File: src/rtl/fifo_wr_arbiter_if.sv
// Handshake bundle between NUM_REQ producers, the write arbiter and the sync_fifo write port.
// The arbiter connects through the slave modport; whoever drives producers and the FIFO flag uses master.
interface fifo_wr_arbiter_if #(
  parameter int NUM_REQ    = 4,
  parameter int data_width = 32
);
  localparam int ID_W = $clog2(NUM_REQ);

  logic [NUM_REQ-1:0]            req_valid;
  logic [NUM_REQ*data_width-1:0] req_data;
  logic [NUM_REQ-1:0]            req_last;
  logic [NUM_REQ-1:0]            req_ready;
  logic                          fifo_full;
  logic                          fifo_cs;
  logic                          fifo_wr_en;
  logic [data_width-1:0]         fifo_data_in;
  logic [ID_W-1:0]               grant_id;
  logic                          busy;

  modport master (
    output req_valid, req_data, req_last, fifo_full,
    input  req_ready, fifo_cs, fifo_wr_en, fifo_data_in, grant_id, busy
  );

  modport slave (
    input  req_valid, req_data, req_last, fifo_full,
    output req_ready, fifo_cs, fifo_wr_en, fifo_data_in, grant_id, busy
  );
endinterface

File: src/rtl/fifo_wr_arbiter.sv
// Round-robin write arbiter sharing one sync_fifo write port between NUM_REQ producers.
// One producer owns the port per grant for at most MAX_BURST words; data passes through with no added latency.
module fifo_wr_arbiter #(
  parameter int NUM_REQ    = 4,
  parameter int data_width = 32,
  parameter int MAX_BURST  = 8
) (
  input  logic             clk,
  input  logic             rst,
  fifo_wr_arbiter_if.slave bus
);
  localparam int ID_W  = $clog2(NUM_REQ);
  localparam int CNT_W = $clog2(MAX_BURST + 1);

  typedef enum logic {IDLE, GRANT} state_t;

  state_t                state;
  logic [ID_W-1:0]       owner;
  logic [ID_W-1:0]       last_owner;
  logic [ID_W-1:0]       next_owner;
  logic [CNT_W-1:0]      burst_cnt;
  logic                  busy_q;

  logic                  owner_valid;
  logic                  owner_last;
  logic [data_width-1:0] owner_data;
  logic                  accept;
  logic                  burst_end;
  logic                  release_grant;

  always_comb begin : owner_mux
    owner_valid = 1'b0;
    owner_last  = 1'b0;
    owner_data  = '0;
    for (int i = 0; i < NUM_REQ; i++) begin
      if (owner == ID_W'(i)) begin
        owner_valid = bus.req_valid[i];
        owner_last  = bus.req_last[i];
        owner_data  = bus.req_data[i*data_width +: data_width];
      end
    end
  end

  // Search starts just past the previous owner so every producer gets a turn.
  always_comb begin : rr_pick
    logic found;
    found      = 1'b0;
    next_owner = last_owner;
    for (int k = 1; k <= NUM_REQ; k++) begin
      for (int i = 0; i < NUM_REQ; i++) begin
        if (!found && bus.req_valid[i] && (((int'(last_owner) + k) % NUM_REQ) == i)) begin
          next_owner = ID_W'(i);
          found      = 1'b1;
        end
      end
    end
  end

  assign accept    = (state == GRANT) && owner_valid && !bus.fifo_full;
  assign burst_end = (burst_cnt == CNT_W'(MAX_BURST - 1));

  // A stalled FIFO never ends a grant, even if the owner has gone idle.
  assign release_grant = (state == GRANT) &&
                         ((accept && (owner_last || burst_end)) ||
                          (!owner_valid && !bus.fifo_full));

  always_comb begin : port_drive
    bus.fifo_cs      = 1'b0;
    bus.fifo_wr_en   = 1'b0;
    bus.fifo_data_in = '0;
    bus.req_ready    = '0;
    if (state == GRANT) begin
      bus.fifo_cs      = 1'b1;
      bus.fifo_wr_en   = accept;
      bus.fifo_data_in = owner_data;
      for (int i = 0; i < NUM_REQ; i++) begin
        bus.req_ready[i] = accept && (owner == ID_W'(i));
      end
    end
  end

  assign bus.busy     = busy_q;
  assign bus.grant_id = owner;

  always_ff @(posedge clk or posedge rst) begin
    if (rst) begin
      state      <= IDLE;
      owner      <= '0;
      last_owner <= ID_W'(NUM_REQ - 1);
      burst_cnt  <= '0;
      busy_q     <= 1'b0;
    end else begin
      case (state)
        IDLE: begin
          if (|bus.req_valid) begin
            owner     <= next_owner;
            burst_cnt <= '0;
            busy_q    <= 1'b1;
            state     <= GRANT;
          end
        end
        GRANT: begin
          if (release_grant) begin
            last_owner <= owner;
            burst_cnt  <= '0;
            busy_q     <= 1'b0;
            state      <= IDLE;
          end else if (accept) begin
            burst_cnt <= burst_cnt + CNT_W'(1);
          end
        end
        default: begin
          state  <= IDLE;
          busy_q <= 1'b0;
        end
      endcase
    end
  end
endmodule

File: src/flat_wrapper.sv
// flat-port wrapper written by rule: the top's interface ports become plain ports
module fifo_wr_arbiter_flat 
#(
  parameter int NUM_REQ    = 4,
  parameter int data_width = 32,
  parameter int MAX_BURST  = 8
)
  (clk, rst, bus_req_valid, bus_req_data, bus_req_last, bus_fifo_full, bus_req_ready, bus_fifo_cs, bus_fifo_wr_en, bus_fifo_data_in, bus_grant_id, bus_busy);
  fifo_wr_arbiter_if #(.NUM_REQ(NUM_REQ), .data_width(data_width)) bus_i ();
  input  logic clk;
  input  logic rst;
  input wire logic [$bits(bus_i.req_valid)-1:0] bus_req_valid;
  input wire logic [$bits(bus_i.req_data)-1:0] bus_req_data;
  input wire logic [$bits(bus_i.req_last)-1:0] bus_req_last;
  input wire logic [$bits(bus_i.fifo_full)-1:0] bus_fifo_full;
  output wire logic [$bits(bus_i.req_ready)-1:0] bus_req_ready;
  output wire logic [$bits(bus_i.fifo_cs)-1:0] bus_fifo_cs;
  output wire logic [$bits(bus_i.fifo_wr_en)-1:0] bus_fifo_wr_en;
  output wire logic [$bits(bus_i.fifo_data_in)-1:0] bus_fifo_data_in;
  output wire logic [$bits(bus_i.grant_id)-1:0] bus_grant_id;
  output wire logic [$bits(bus_i.busy)-1:0] bus_busy;
  assign bus_i.req_valid = bus_req_valid;
  assign bus_i.req_data = bus_req_data;
  assign bus_i.req_last = bus_req_last;
  assign bus_i.fifo_full = bus_fifo_full;
  assign bus_req_ready = bus_i.req_ready;
  assign bus_fifo_cs = bus_i.fifo_cs;
  assign bus_fifo_wr_en = bus_i.fifo_wr_en;
  assign bus_fifo_data_in = bus_i.fifo_data_in;
  assign bus_grant_id = bus_i.grant_id;
  assign bus_busy = bus_i.busy;
  fifo_wr_arbiter #(.NUM_REQ(NUM_REQ), .data_width(data_width), .MAX_BURST(MAX_BURST)) u_core (.clk(clk), .rst(rst), .bus(bus_i));
endmodule
File: config.mk
export PLATFORM = sky130hd
export DESIGN_NAME = fifo_wr_arbiter_flat
export DESIGN_NICKNAME = d
export VERILOG_FILES = /design/src/rtl/fifo_wr_arbiter_if.sv /design/src/rtl/fifo_wr_arbiter.sv /design/src/flat_wrapper.sv
export SDC_FILE = /design/constraint.sdc
export NUM_CORES = 1
export LEC_CHECK = 0
export BUFFER_PORTS_ARGS = -buffer_cell sky130_fd_sc_hd__buf_2
export CAP_MARGIN = 20
export CELL_PAD_IN_SITES_DETAIL_PLACEMENT = 1
export CELL_PAD_IN_SITES_GLOBAL_PLACEMENT = 2
export CORE_MARGIN = 2
export CORE_UTILIZATION = 19
export DETAILED_ROUTE_END_ITERATION = 16
export HOLD_SLACK_MARGIN = 0.12
export PLACE_DENSITY = 0.91
export SKIP_LAST_GASP = 1
export SLEW_MARGIN = 40
export SYNTH_ARGS = -nofsm -noshare
export SYNTH_HDL_FRONTEND = slang
export SYNTH_SLANG_ARGS = --single-unit
File: constraint.sdc
create_clock -name clk -period 6 [get_ports clk]
set_input_delay 1.8 -clock clk [delete_from_list [all_inputs] [get_ports clk]]
set_output_delay 1.8 -clock clk [all_outputs]
set_load 0.02 [all_outputs]
==> qor.txt <==
Period utilization - 77.44%
Die Ht - 97.62 um
Min Tclk post-route - 4.646 ns
Simple-gate portion of the synthesized area - 26.30%
Clock insertion delay at the later pin of the skew report - 0.23 ns
Yosys warns - 0
Slowest CP cell - a311oi_1
Die Width - 97.62 um
Largest family of logic cells by synthesized area - multiplexers
Most frequent CP cell - buf_2
DR DRC count - 0
I/O pins - 180
Crit-path max cell delay - 0.39 ns
GP Congestion - 0.8412
# Max-Cap Violations - 0
Cell Rows - 34
Status - finished, final reports clean
Hold Path Class - reg -> reg
Root Driver - clkbuf_8
Internal - 0.0005650 W
Critical path class - in -> out
Final wirelength - 7.311 mm
Total grt overflow - 0
Count of cell types in the netlist - 39
PD cells - 411.8 nW/um2
Post-CTS setup repair buffer count - 0
Fmax - 0.2152 GHz
RSZ-0062 raised after global routing - no
Starting Density - 19.38%
Worst Tran Pin Value - 0.6357 ns
Post-synthesis mux area share - 45.23%
Leak - 1.316 nW
Largest net degree at the start of global routing - 46
Sw Ratio - 49.04%
WHS - 0.5046 ns
Worst setup SP type - input port
Sequential Power Share - 20.6%
Final Max Slew Viols - 0
Logic pwr share - 72.8%
Initial DRC count - 38
Clock Power Share - 6.6%
Worst-path clk slew - 0.05 ns
Buffers on Ports - 179
Clock Path Buffers - 2
Drt first pass iters - 4
First-pass GRT wire length - 11.61 mm
Initial antenna violation count - 1
Total track usage - 14.69%
Worst vdd ir - 0.1808 mV
Critical path fanouts, max - 8
Final setup vio count - 0
Fillers - 1,054
WL/cell - 16.92 um
Total net switching power - 0.0005438 W
Clk_skew - 0.003081 ns
Avg Inst Size Synth - 10.81 um2
CP required - 4.20 ns
Worst setup EP type - primary output
Share of post-route cells with drive strength above 1 - 69.35%
Register area share after synthesis - 15.18%
Post-CTS Resized - 0
Critical-path cell list - buf_2, nand2b_1, a311oi_1, buf_2
Number of synthesized flops with an enable pin - 0
Post-Syn Area - 1665 um2
Final setup TNS - 0 ns
Synthesized Nets - 294
Adder-cell area share of the yosys netlist - 0.7513%
Yosys reg bits - 10
Post-synthesis compound-gate area fraction - 7.213%
Synth Area in XOR/XNOR - 0%
Number of CTS-inserted buffers - 3
Vias in the first global route - 2,280
Routed Antenna Nets - 0
Asr flop ratio synth - 100.0%
Final HPWL from detailed placement - 6.189 mm
TritonCTS clock tree - yes
Area delta synth->final - 61.68%
# clock sinks - 10
Final hold violation count - 0
Rel. slew slack - 57.62%
Via count - 2,070
Most used DFF post-synth - dfrtp_1
DR vias/cell - 4.792
Worst EP arrival - 2.85 ns
CTS Hold Bufs - 0
Core area - 8593 um2
H-tree lvl count - 1
Die area - 9530 um2
Post-Synthesis Cells - 154
Final #Nets - 464
worst max-delay path, delay by kind of cell:
kind / cells / cell delay [ns]
AO/OA/AOI/OAI: 1 / 0.39
buffers and inverters: 2 / 0.36
AND/OR/NAND/NOR: 1 / 0.30
layout by cell type (no fill, tap or decap), types with 2 or more instances in the layout:
master / n
nand3_1: 4
nor3b_1: 2
nand2b_1: 3
dfstp_2: 2
nand3b_1: 2
inv_1: 4
a31oi_1: 2
and2_1: 32
dfrtp_1: 6
dfrtp_4: 2
nor2_1: 7
or3b_2: 2
buf_4: 2
o22ai_1: 2
nand2_1: 5
a21oi_1: 3
clkbuf_8: 3
nor4bb_1: 2
mux4_2: 32
nor2b_1: 3
nor4b_1: 2
nor3_1: 4
buf_2: 179
final timing paths:
check | from | end | slack, ns | depth (start not counted)
hold / removal | u_core.bus.busy$_DFFE_PP0P_ | u_core.bus.busy$_DFFE_PP0P_ | 0.50 | 2
hold reg to reg | u_core.bus.busy$_DFFE_PP0P_ | u_core.bus.busy$_DFFE_PP0P_ | 0.50 | 2
setup / recovery | bus_fifo_full | bus_fifo_wr_en | 1.35 | 4
min in group asynchronous | rst | u_core.state$_DFF_PP0_ | 1.55 | 2
max in group asynchronous | rst | u_core.bus.grant_id[0]$_DFFE_PP0P_ | 4.12 | 2
setup reg to reg | u_core.bus.grant_id[0]$_DFFE_PP0P_ | u_core.last_owner[1]$_DFFE_PP1P_ | 3.61 | 4
logic make-up (layout without fill, tap and decap cells):
kind of cell | after synthesis | count (layout)
adders and majority gates | 1 | 1
muxes | 35 | 35
buffers and inverters | 20 | 189
other | 0 | 1
and+or+nand+nor | 72 | 72
DFF | 10 | 10
AOI/OAI and AO/OA | 16 | 16
registers in the layout (all words and copies together) (netlist names):
name,count
u_core.state,1
u_core.bus.grant_id,2
u_core.bus.busy,1
u_core.burst_cnt,4
u_core.last_owner,2
stage by stage:
stage	utilization [%]	setup slack [ns]	total power [W]	cell area, um2	instances
after floorplan	-	1.449	0.0007926	1665	154
after global placement	30.72	1.440	0.001036	2640	427
after detailed placement	30.78	1.379	0.001052	2645	427
after CTS	31.30	1.371	0.001128	2690	431
after global routing	31.33	1.321	0.001188	2693	432
final	31.33	1.354	0.001109	2693	432
cell type report:
cell class	instances	area, um2	share of cell area [%]
inverters	4	15.01	0.5576
well taps	108	135.1	5.019
diodes	1	2.502	0.09294
repair buffers	181	910.9	33.83
flip-flops and latches	10	260.3	9.665
multi-input cells	124	1324	49.16
clock buffers	4	45.04	1.673
cell usage after synthesis (2+ instances only):
master / count / area, um2
nor2_1: 7 / 26.28
nand2b_1: 3 / 18.77
inv_1: 4 / 15.01
a21oi_1: 3 / 15.01
dfstp_2: 2 / 52.55
nor3b_1: 2 / 15.01
nand2_1: 5 / 18.77
nand3b_1: 2 / 15.01
dfrtp_1: 8 / 200.2
a31oi_1: 2 / 12.51
clkbuf_1: 10 / 37.54
nor3_1: 4 / 20.02
mux4_2: 32 / 720.7
and2_1: 32 / 200.2
nor4bb_1: 2 / 20.02
o22ai_1: 2 / 12.51
or3b_2: 2 / 17.52
nor4b_1: 2 / 17.52
buf_2: 5 / 25.02
nor2b_1: 3 / 18.77
nand3_1: 4 / 20.02
power by group through the flow:
stage          registers (W)  logic, W  clock network (W)
2_1_floorplan       0.000127  0.000666                  0
3_3_place_gp        0.000227  0.000809                  0
3_5_place_dp        0.000235  0.000818                  0
4_1_cts             0.000234  0.000819          0.0000754
5_1_grt             0.000244  0.000866          0.0000782
6_report            0.000229  0.000807          0.0000732
layer usage:
metal	GRT usage (%)	wire length, um	up-vias
met4	2.885	52	0
met2	27.75	3844	94
met3	2.014	458	4
met1	17.69	2956	1028
met5	0	0	-
li1	-	-	944
Note: power is estimated with default switching activity, not from simulation.
